## src/rtl/ntt_stage_sequencer.sv

```systemverilog
// ntt_stage_sequencer: per-cycle (p, k, conf) op stream for one 5-stage radix-4 NTT/INTT pass
// Ports: clk, rst (sync, active-high); start/conf request a pass, conf latched on accept;
// stall holds the current op; busy/done frame the pass; valid/p/k/conf_out carry the op;
// stage_first/stage_last flag op 0 / op 255 of each stage. GAP sets idle cycles between stages.
module ntt_stage_sequencer #(
    parameter int GAP = 4
) (
    input  logic       clk,
    input  logic       rst,
    input  logic       start,
    input  logic [2:0] conf,
    input  logic       stall,
    output logic       busy,
    output logic       valid,
    output logic [2:0] p,
    output logic [7:0] k,
    output logic [2:0] conf_out,
    output logic       stage_first,
    output logic       stage_last,
    output logic       done
);
    localparam logic [1:0] S_IDLE = 2'd0;
    localparam logic [1:0] S_RUN  = 2'd1;
    localparam logic [1:0] S_GAP  = 2'd2;
    localparam logic [1:0] S_FIN  = 2'd3;
    logic [1:0] state_q, state_d;
    logic [2:0] p_q, p_d, conf_q, conf_d, p_next;
    logic [7:0] op_q, op_d;
    logic [3:0] gap_q, gap_d;
    logic       fwd, last_stage, consume;
    assign fwd        = conf_q == 3'b001 || conf_q == 3'b100;
    assign last_stage = fwd ? p_q == 3'd0 : p_q == 3'd4;
    assign p_next     = fwd ? p_q - 3'd1 : p_q + 3'd1;
    assign consume    = state_q == S_RUN && !stall;
    // op_idx is held at 255 on the final consume so k keeps its last value through FIN/IDLE
    always_comb begin
        state_d = state_q;
        p_d     = p_q;
        op_d    = op_q;
        conf_d  = conf_q;
        gap_d   = gap_q;
        if (state_q == S_IDLE && start && conf != 3'b000) begin
            state_d = S_RUN;
            conf_d  = conf;
            p_d     = (conf == 3'b001 || conf == 3'b100) ? 3'd4 : 3'd0;
            op_d    = 8'd0;
        end else if (consume && op_q != 8'hFF) begin
            op_d = op_q + 8'd1;
        end else if (consume && last_stage) begin
            state_d = S_FIN;
        end else if (consume && GAP == 0) begin
            p_d  = p_next;
            op_d = 8'd0;
        end else if (consume) begin
            state_d = S_GAP;
            gap_d   = 4'(GAP - 1);
            op_d    = 8'd0;
        end else if (state_q == S_GAP) begin
            state_d = gap_q == 4'd0 ? S_RUN : S_GAP;
            p_d     = gap_q == 4'd0 ? p_next : p_q;
            gap_d   = gap_q - 4'd1;
        end else if (state_q == S_FIN) begin
            state_d = S_IDLE;
        end
    end
    always_ff @(posedge clk) begin
        if (rst) begin
            state_q <= S_IDLE;
            p_q     <= 3'd0;
            op_q    <= 8'd0;
            conf_q  <= 3'd0;
            gap_q   <= 4'd0;
        end else begin
            state_q <= state_d;
            p_q     <= p_d;
            op_q    <= op_d;
            conf_q  <= conf_d;
            gap_q   <= gap_d;
        end
    end
    assign busy        = state_q != S_IDLE;
    assign valid       = state_q == S_RUN;
    assign done        = state_q == S_FIN;
    assign p           = p_q;
    assign k           = op_q >> {p_q, 1'b0};
    assign conf_out    = conf_q;
    assign stage_first = valid && op_q == 8'd0;
    assign stage_last  = valid && op_q == 8'hFF;
endmodule

```

## config.mk

```make
export PLATFORM = sky130hd
export DESIGN_NAME = ntt_stage_sequencer
export DESIGN_NICKNAME = d
export VERILOG_FILES = /design/src/rtl/ntt_stage_sequencer.sv
export SDC_FILE = /design/constraint.sdc
export NUM_CORES = 1
export LEC_CHECK = 0
export BUFFER_PORTS_ARGS = -buffer_cell sky130_fd_sc_hd__buf_4
export CAP_MARGIN = 20
export CORE_MARGIN = 10
export CORE_UTILIZATION = 25
export CTS_CLUSTER_DIAMETER = 60
export DETAILED_ROUTE_END_ITERATION = 8
export SLEW_MARGIN = 20
export SYNTH_ARGS = -nofsm -noshare
export SYNTH_HDL_FRONTEND = slang
export SYNTH_SLANG_ARGS = --single-unit
export TNS_END_PERCENT = 100
```

## constraint.sdc

```tcl
create_clock -name clk -period 3.6 [get_ports clk]
set_clock_uncertainty 0.2 [all_clocks]
set_input_delay 0.18 -clock clk [delete_from_list [all_inputs] [get_ports clk]]
set_output_delay 0.18 -clock clk [all_outputs]
set_load 0.05 [all_outputs]
```

==> impl_metrics.csv, run 1 <==
group,metric,value,unit
critical_path,cp-end-kind,"flip-flop",
placement,portBuffers,25,
timing,setup_ws,1.341,ns
outcome,outcome,"complete, no violations",
cts,cts_hold_buf,3,
placement,placed_area,0.001574,sq mm
die,core_area,0.005140,sq mm
finish,areaGrowthSynthToFinish,23.93,%
timing,period_minus_slack,2.259,ns
yosys,ys_warn_count,0,
die,rows,26,
finish,finish.utilization,32.28,%
critical_path,cp_top_family,"flip-flops",
route,wl,3238,microns
timing,drv_slew,0,
timing,fmax,442.7,MHz
critical_path,critPathMaxFanout,13,
route,initialDrtViolationCount,117,
cts,post_cts_resized,0,
yosys,seq_area_frac_synth,29.91,%
yosys,synth_cell_types,51,
placement,dp.cells,242,
timing,setup-tns-final,0,ns
global_route,grt_pass1_vias,1171,
yosys,synth_seq_cells,20,
power_and_ir_drop,p_per_area,304.1,mW/mm^2
timing,hold_viol_final,0,
critical_path,crit_chain,"inv_1, fa_1, xor3_1, a21oi_1, o41ai_1",
critical_path,slowest_delay,0.69,ns
die,start_util,26.05,%
critical_path,path_class,"flip-flop to flip-flop",
yosys,synth_enable_flop_cells,0,
route,vias,1222,
timing,worst_slew_pin_slew,0.5735,ns
finish,finalNonFillerCells,249,
route,drtAntennaViolNets,0,
global_route,antenna_found_initial,0,
critical_path,crit_buf_inv,1,
power_and_ir_drop,ir_drop,0.1095,mV
route,drc_errors,0,
finish,antenna_cells,0,
cts,htree_levels,1,
placement,hpwl,2523,microns
critical_path,startpoint_type,"flip-flop",
cts,cts_tree,"yes",
cts,clkSinkCount,20,
yosys,synth_cells,153,
timing,rsz0062_at_grt,"false",
global_route,grt_pass1_wl,5540,microns
route,wl_per_cell,13.00,microns
cts,clockBufferDepth,2,
global_route,grt.total_usage,7.687,%
critical_path,crit_required,3.57,ns
yosys,synth_nets,165,
die,die_x,93.18,microns
yosys,syn_area_per_cell,8.750,sq um
yosys,synthFlopType,"dfxtp_1",
cts,post_cts_buffers,0,
run,maxCapViolations,0,
power_and_ir_drop,leakagePower,0.6215,nW
yosys,syn-cell-area,0.001339,sq mm
cts,cts_buffers,3,
cts,path_clk_slew,0.08,ns
placement,place_congestion,0.7660,
die,die_area,0.008683,sq mm
finish,drive_gt1_share,26.82,%
timing,whs,0.0004599,ns
die,io-pin-count,26,
placement,pre_cts_ws,1.341,ns
die,fp.dieH,93.18,microns
worst_hold_path,hold_path_class,"input port to flip-flop",
finish,final_area,0.001659,sq mm
finish,finalNetCount,192,
route,viasPerCell,4.908,
critical_path,slowest_stage,"dfxtp_1",
timing,slew_headroom,61.71,%
yosys,ys_async_sr_fraction,0,%
global_route,grt-ovfl-total,0,
route,drtPass1Iterations,5,
timing,setup_viol,0,
finish,fill_cells,579,
critical_path,worstPathArrival,2.23,ns
timing,post-route-period-util,62.74,%
cts,clk_latency,0.26,ns
power_and_ir_drop,totalPowerFinal,504.6,uW
global_route,grt_max_degree,15,
cts,clockRootBuffer,"clkbuf_8",
## sequential cells by signal, summed over array words and instances (netlist names)
register and cells:
op_q 8, state_q 2, conf_out 3, p 3, gap_q 4
## synth_stat cells (2+ instances only)
master	count	area share, %
o21ai_1	7	2.6
a22oi_1	2	1.1
and2_1	2	0.93
a221oi_2	2	2.2
nand2_1	10	2.8
a21o_1	2	1.1
mux2i_1	4	3.0
inv_1	8	2.2
o211a_1	3	2.2
dfxtp_1	20	30
xnor2_1	2	1.3
ha_1	4	3.7
a211oi_1	3	1.7
buf_6	2	1.7
o31ai_1	4	2.2
nand4_1	5	2.3
a21oi_1	14	5.2
nor4_1	2	0.93
or3_1	4	1.9
or4_1	3	1.7
and2_2	2	1.1
o21a_1	2	1.1
buf_2	2	0.75
nor3_1	2	0.75
nand2b_1	2	0.93
nor2_1	15	4.2
## kinds of logic (layout without fill, tap and decap cells)
group | count (synthesis) | in the layout | share of synthesized area [%]
muxes | 4 | 4 | 2.991
adders and majority gates | 5 | 5 | 5.234
AOI/OAI and AO/OA | 45 | 45 | 25.05
DFF | 20 | 20 | 29.91
and+or+nand+nor | 62 | 62 | 28.50
xor gates and xnor gates | 3 | 3 | 3.084
buffers and inverters | 14 | 40 | 5.233
## power by group
group	internal (mW)	switching (mW)
clock network	0.0975	0.0795
logic	0.0380	0.0558
registers	0.226	0.00810
total	0.361	0.143
## layout by cell type, fill, tap and decap left out, types with 2 or more instances in the layout
master         instances
or4_1                  3
clkbuf_8               4
o31ai_1                4
or3_1                  4
mux2i_1                4
nand4_1                5
a21oi_1               14
o21ai_1                7
and2_2                 2
buf_4                 25
a21o_1                 2
nor3_1                 2
nand2b_1               2
a22oi_1                2
nor4_1                 2
dlygate4sd3_1          3
nor2_1                15
ha_1                   4
inv_1                  8
o211a_1                3
nand2_1               10
a211oi_1               3
a221oi_2               2
o21a_1                 2
xnor2_1                2
dfxtp_1               20
and2_1                 2
## path summary, 6_finish.rpt
path                            cells after the start                       end  slack (ns)             startpoint
worst max-delay path                                5         p[2]$_SDFFE_PP0P_        1.34      p[0]$_SDFFE_PP0P_
worst min-delay path                                3  conf_out[1]$_SDFFE_PP0P_      0.0005                conf[1]
worst max register to register                      5         p[2]$_SDFFE_PP0P_        1.34      p[0]$_SDFFE_PP0P_
worst min register to register                      1     gap_q[0]$_SDFFE_PP0P_        0.30  gap_q[0]$_SDFFE_PP0P_
## tightest hold or removal path: stages
cell	delay [ns]
buf_4	0.09
a22oi_1	0.07
nor2_1	0.08
## per-layer routing
layer / global-route usage [%] / part of all wire (%) / vias up
li1: - / - / 611
met1: 9.695 / 48 / 577
met2: 11.80 / 45 / 27
met3: 2.718 / 6.2 / 7
met4: 2.699 / 1.5 / 0
met5: 0 / 0 / -
## layout make-up
type	count	area (sq um)	area share, %
Inverter	8	30.03	1.810
Sequential cell	20	400.4	24.13
Multi-Input combinational cell	119	868.3	52.34
Clock buffer	4	55.05	3.318
Timing Repair Buffer	28	217.7	13.12
Tap cell	70	87.58	5.279
Note: power is estimated with default switching activity, not from simulation.
==> run 2, diff against run 1 <==
clock period = 1.88 ns   (was 3.6 ns; I/O delays follow)
==> run 2 against run 1 <==
  * Cell count rose by 10%
  * Total power rose by 95%
  * Clock power rose by 66%
  * Critical path type is now flip-flop to output pin
  * Non-clock buffer count rose by 26
  * The run now ends with setup timing left
  * Sequential share of layout area fell by 3.7 points
  * Sequential cell count did not move
  * Global-route usage rose by 1.1 points
  * Final area rose by 25%
  * Worst setup slack got worse by 1.4 ns
  * Via count rose by 6.6%
==> impl_metrics.csv, run 2 (synthesized netlist as in run 1, its figures left out) <==
group,metric,value,unit
global_route,grt-ovfl-total,0,
die,die_area,0.008683,sq mm
outcome,outcome,"finished, violations left",
finish,fill_cells,525,
cts,cts_tree,"yes",
critical_path,crit_buf_inv,1,
critical_path,r2r_cells,6,
route,wl_per_cell,12.95,microns
finish,largestRegisters,"op_q (8), gap_q (4)",
timing,drv_slew,0,
cts,htree_levels,1,
cts,clockRootBuffer,"clkbuf_8",
placement,portBuffers,25,
critical_path,ff2ff_setup_slack,-0.07,ns
finish,multi_input_area,0.001046,sq mm
die,io-pin-count,26,
critical_path,slowest_stage,"or3_4",
timing,setup_ws,-0.07689,ns
global_route,grt.total_usage,8.812,%
cts,clk_latency,0.26,ns
timing,worst_slew_pin_slew,0.3186,ns
critical_path,path_class,"flip-flop to output pin",
worst_hold_path,hold_path_class,"input port to flip-flop",
critical_path,worstReg2RegStart,"conf_out[2]$_SDFFE_PP0P_",
timing,slew_headroom,78.34,%
cts,clkSinkCount,20,
timing,period_minus_slack,1.957,ns
finish,regMostFlops,"op_q",
critical_path,r2r_end,"p[2]$_SDFFE_PP0P_",
die,start_util,26.05,%
finish,layout_common_cells,"47 x buf_4, 13 x nor2_1, 12 x a21oi_1",
placement,dp.cells,264,
die,fp.dieH,93.18,microns
die,core_area,0.005140,sq mm
finish,areaGrowthSynthToFinish,54.58,%
timing,setup_viol,4,
power_and_ir_drop,p_per_area,475.4,mW/mm^2
critical_path,cp-end-kind,"output pin",
critical_path,cp_top_family,"simple AND/OR/NAND/NOR gates",
run,maxCapViolations,0,
placement,hpwl,2772,microns
cts,path_clk_slew,0.07,ns
route,vias,1303,
die,rows,26,
critical_path,slowest_delay,0.44,ns
finish,finish.utilization,40.26,%
cts,clockBufferDepth,2,
placement,place_congestion,0.8121,
worst_hold_path,worstHoldEndpoint,"op_q[1]$_SDFFE_PP0P_",
die,die_x,93.18,microns
critical_path,critPathMaxFanout,4,
worst_hold_path,hold_path_depth,4,
global_route,grt_max_degree,15,
timing,hold_viol_final,0,
route,drc_errors,0,
finish,antenna_cells,0,
global_route,antenna_found_initial,0,
power_and_ir_drop,ir_drop,0.2063,mV
critical_path,startpoint_type,"flip-flop",
worst_hold_path,min_from,"stall",
timing,rsz0062_at_grt,"true",
cts,cts_buffers,3,
route,initialDrtViolationCount,95,
critical_path,crit_chain,"ha_4, nand2_4, or3_4, nor3b_4, buf_6",
route,drtPass1Iterations,4,
finish,finalNetCount,218,
power_and_ir_drop,leakagePower,0.7788,nW
global_route,grt_pass1_wl,6486,microns
finish,finalNonFillerCells,275,
outcome,violations,"setup timing",
finish,regArea,422.9,sq um
timing,post-route-period-util,104.1,%
route,wl,3561,microns
critical_path,crit_required,1.59,ns
route,drtAntennaViolNets,0,
route,viasPerCell,4.738,
critical_path,worstPathArrival,1.66,ns
global_route,grt_pass1_vias,1373,
finish,final_common_cell,"buf_4",
timing,fmax,511.0,MHz
finish,largest_reg_flops,8,
finish,drive_gt1_share,51.22,%
-- run 2: worst register-to-register path, stage by stage, from the launching register on --
cell	delay [ns]
dfxtp_4	0.37
xnor2_4	0.16
or2_4	0.27
fa_2	0.38
xor3_1	0.20
a21oi_1	0.04
o41ai_1	0.22
-- run 2: cell type report --
class / instances / share of cell area [%]
Clock buffer: 3 / 1.995
Tap cell: 70 / 4.232
Clock inverter: 1 / 0.1814
Sequential cell: 20 / 20.44
Inverter: 8 / 1.572
Timing Repair Buffer: 54 / 21.04
Multi-Input combinational cell: 119 / 50.54
-- run 2: metrics by stage --
step	TNS, ns	total power [mW]	hold slack [ns]	instance area, sq um	setup slack [ns]
3_5_place_dp	-0.05453	0.6736	0.1621	1858	-0.05453
6_report	-0.1583	0.9839	0.1675	2069	-0.07689
3_3_place_gp	0	0.6728	0.1619	1858	0.0003967
4_1_cts	-0.1435	0.9824	0.1692	1987	-0.06492
2_1_floorplan	-0.1493	0.6068	0.01964	1478	-0.05414
5_1_grt	-0.4927	1.032	0.2063	2069	-0.1307
-- run 2: report_power, final --
| part | total [mW] | internal (mW) | switching (mW) |
|---|---|---|---|
| combinational | 0.249 | 0.115 | 0.134 |
| sequential | 0.442 | 0.431 | 0.0110 |
| clock | 0.293 | 0.146 | 0.147 |
| total | 0.984 | 0.692 | 0.292 |
-- run 2: layer usage --
metal  up-vias  share of wire [%]  global-route usage, %
li1        659                  -                      -
met1       617                 46                  10.55
met2        22                 48                  14.78
met3         5                4.6                  1.918
met4         0                1.9                  3.856
met5         -                  0                      0
-- run 2: what timing repair did --
action	in CTS	in global routing
buffers inserted	1	2
pin swaps	4	9
hold endpoints to repair	9	0
setup endpoints to repair	5	12
hold buffers	4	0
resized for setup	8	13
-- run 2: how the worst max path moves through the flow --
stage / startpoint / end / depth (start not counted) / slack, ns
3_3_place_gp: conf_out[2]$_SDFFE_PP0P_ / p[2]$_SDFFE_PP0P_ / 6 / 0.0004
4_1_cts: conf_out[2]$_SDFFE_PP0P_ / p[2]$_SDFFE_PP0P_ / 6 / -0.06
3_5_place_dp: conf_out[2]$_SDFFE_PP0P_ / p[2]$_SDFFE_PP0P_ / 6 / -0.05
5_1_grt: op_q[1]$_SDFFE_PP0P_ / stage_last / 5 / -0.13
6_report: op_q[1]$_SDFFE_PP0P_ / stage_last / 5 / -0.08
2_1_floorplan: conf_out[2]$_SDFFE_PP0P_ / p[2]$_SDFFE_PP0P_ / 6 / -0.05
==> run 3, diff against run 2 <==
ABC_AREA = 1   (was not set)
CELL_PAD_IN_SITES_DETAIL_PLACEMENT = 1   (was not set)
CELL_PAD_IN_SITES_GLOBAL_PLACEMENT = 2   (was not set)
HOLD_SLACK_MARGIN = 0.08   (was not set)
PLACE_DENSITY_LB_ADDON = 0.1   (was not set)
==> run 3 against run 2 <==
  * The flow now finishes without violations
  * Synthesized area rose by 1.6%
  * Wire length grew 28%
  * Utilization shrank 3.4 points
  * Clock-buffer cell count is 1 higher
  * Via count increased by 16%
  * Cell count rose by 17%
  * Critical path depth grew 5
  * Non-clock buffer count fell by 10
  * Total power is 13% higher
==> impl_metrics.csv, run 3 <==
group,metric,value,unit
cts,cts_buffers,3,
global_route,grt-ovfl-total,0,
placement,place_congestion,0.7940,
finish,final_common_cell,"nand2_1",
finish,layout_common_cells,"41 x nand2_1, 38 x buf_4, 29 x inv_1",
yosys,synthFlopType,"dfxtp_1",
die,rows,26,
route,vias,1507,
timing,fmax,555.4,MHz
route,viasPerCell,4.680,
route,drtPass1Iterations,4,
placement,portBuffers,25,
route,drtAntennaViolNets,0,
yosys,synth_cells,207,
finish,finalNonFillerCells,322,
finish,regMostFlops,"op_q",
die,io-pin-count,26,
cts,clk_latency,0.27,ns
cts,clockBufferDepth,2,
route,wl_per_cell,14.13,microns
cts,cts_tree,"yes",
die,die_x,93.76,microns
yosys,ys_async_sr_fraction,0,%
critical_path,startpoint_type,"flip-flop",
yosys,synth_enable_flop_cells,0,
finish,finish.utilization,36.90,%
yosys,synth_seq_cells,20,
finish,largestRegisters,"op_q (8), gap_q (4)",
route,drc_errors,0,
finish,areaGrowthSynthToFinish,41.21,%
yosys,syn-cell-area,0.001360,sq mm
finish,drive_gt1_share,29.76,%
global_route,antenna_found_initial,0,
die,core_area,0.005205,sq mm
critical_path,crit_required,1.85,ns
cts,htree_levels,1,
timing,setup_viol,0,
run,maxCapViolations,0,
cts,clockRootBuffer,"clkbuf_8",
critical_path,critPathMaxFanout,4,
critical_path,worstPathArrival,1.77,ns
power_and_ir_drop,ir_drop,0.2218,mV
critical_path,slowest_delay,0.38,ns
cts,path_clk_slew,0.09,ns
critical_path,cp-end-kind,"flip-flop",
global_route,grt_pass1_vias,1680,
die,start_util,26.13,%
route,initialDrtViolationCount,38,
critical_path,crit_chain,"inv_2, nand2_2, nand3_4, fa_2, xnor2_2, nand2_1, nand3_1, o211ai_1, nand3_1, inv_1",
outcome,outcome,"complete, no violations",
critical_path,crit_buf_inv,2,
placement,hpwl,3668,microns
die,die_area,0.008790,sq mm
timing,worst_slew_pin_slew,0.2867,ns
yosys,ys_top_cells_by_area,"dfxtp_1 29%, nand2_1 12%, nand3_1 9.2%, inv_1 8.6%, a21oi_1 7.0%",
yosys,synth_cell_types,28,
route,wl,4550,microns
yosys,yosys.cell_count.top_type,"nand2_1",
power_and_ir_drop,p_per_area,579.2,mW/mm^2
die,fp.dieH,93.76,microns
finish,largest_reg_flops,8,
yosys,synth.largest_area_cell,"dfxtp_1",
timing,drv_slew,0,
critical_path,path_class,"flip-flop to flip-flop",
critical_path,cp_top_family,"simple AND/OR/NAND/NOR gates",
worst_hold_path,hold_path_class,"flip-flop to flip-flop",
global_route,grt.total_usage,10.75,%
global_route,grt_max_degree,15,
yosys,yosysTopAreaCellShare,29.44,%
critical_path,slowest_stage,"fa_2",
timing,setup-tns-final,0,ns
yosys,synth_nets,219,
timing,slew_headroom,80.84,%
cts,clkSinkCount,20,
finish,fill_cells,660,
timing,hold_viol_final,0,
critical_path,cpMostUsedCell,"nand3_1",
timing,rsz0062_at_grt,"true",
placement,dp.cells,309,
finish,finalNetCount,265,
power_and_ir_drop,leakagePower,0.8462,nW
global_route,grt_pass1_wl,7831,microns
yosys,seq_area_frac_synth,29.44,%
yosys,ys_top_cells_by_count,"43 x nand2_1, 31 x inv_1, 25 x nand3_1",
finish,antenna_cells,0,
timing,period_minus_slack,1.800,ns
yosys,ys_warn_count,0,
yosys,syn_area_per_cell,6.570,sq um
timing,post-route-period-util,95.76,%
run 3: path summary, 6_finish.rpt:
check                                         startpoint                    end  slack [ns]  cells past startpoint
worst max-delay path            conf_out[0]$_SDFFE_PP0P_      p[2]$_SDFFE_PP0P_        0.08                     10
worst min-delay path               gap_q[3]$_SDFFE_PP0P_  gap_q[3]$_SDFFE_PP0P_        0.30                      2
worst max register to register  conf_out[0]$_SDFFE_PP0P_      p[2]$_SDFFE_PP0P_        0.08                     10
worst min register to register     gap_q[3]$_SDFFE_PP0P_  gap_q[3]$_SDFFE_PP0P_        0.30                      2
run 3: cell families (layout without fill, tap and decap cells):
family                     after synthesis  count (layout)  share of synthesized area (%)
xor gates and xnor gates                 3               3                          1.932
and+or+nand+nor                        105             105                          37.99
adders and majority gates                5               5                          5.152
DFF                                     20              20                          29.44
AOI/OAI and AO/OA                       38              38                          15.36
buffers and inverters                   36              81                          10.12
run 3: worst register-to-register path: stages, from the launching register on:
cell      delay [ns]
dfxtp_4         0.37
inv_2           0.04
nand2_2         0.08
nand3_4         0.08
fa_2            0.38
xnor2_2         0.19
nand2_1         0.08
nand3_1         0.08
o211ai_1        0.08
nand3_1         0.08
inv_1           0.04
run 3: metal layers:
layer | wire (microns) | global-route usage (%) | part of all wire [%] | vias up
met3 | 114 | 2.158 | 2.5 | 4
li1 | - | - | - | 768
met5 | 0 | 0 | 0 | -
met1 | 1956 | 11.90 | 43 | 721
met4 | 36 | 2.278 | 0.79 | 0
met2 | 2443 | 20.39 | 54 | 14
run 3: timing repair:
item,CTS,global route
hold buffers,6,0
pin swaps,0,4
resized for setup,2,7
setup endpoints to repair,1,2
setup buffers,0,3
hold endpoints to repair,10,0
run 3: area by class of cell:
| class | instances | area, sq um | share of cell area (%) |
|---|---|---|---|
| clock buffers | 4 | 66.31 | 3.453 |
| repair buffers | 44 | 345.3 | 17.98 |
| multi-input cells | 151 | 883.3 | 45.99 |
| well taps | 70 | 87.58 | 4.560 |
| flip-flops and latches | 20 | 414.1 | 21.56 |
| inverters | 33 | 123.9 | 6.450 |
run 3: where the power goes:
part	leakage, nW	switching [mW]	internal (mW)
Clock	0.0339	0.167	0.231
Sequential	0.165	0.0152	0.433
Combinational	0.647	0.171	0.0939
Total	0.846	0.354	0.758
run 3: stage by stage:
step | hold WS [ns] | setup slack (ns) | area [sq um] | power, mW
3_5_place_dp | 0.1118 | -0.006184 | 1739 | 0.6970
5_1_grt | 0.3306 | -0.04322 | 1921 | 1.170
2_1_floorplan | -0.03693 | 0.03938 | 1403 | 0.6142
6_report | 0.3030 | 0.07965 | 1921 | 1.112
4_1_cts | 0.3059 | 0.05404 | 1876 | 1.113
3_3_place_gp | 0.1127 | 0.1012 | 1739 | 0.6904
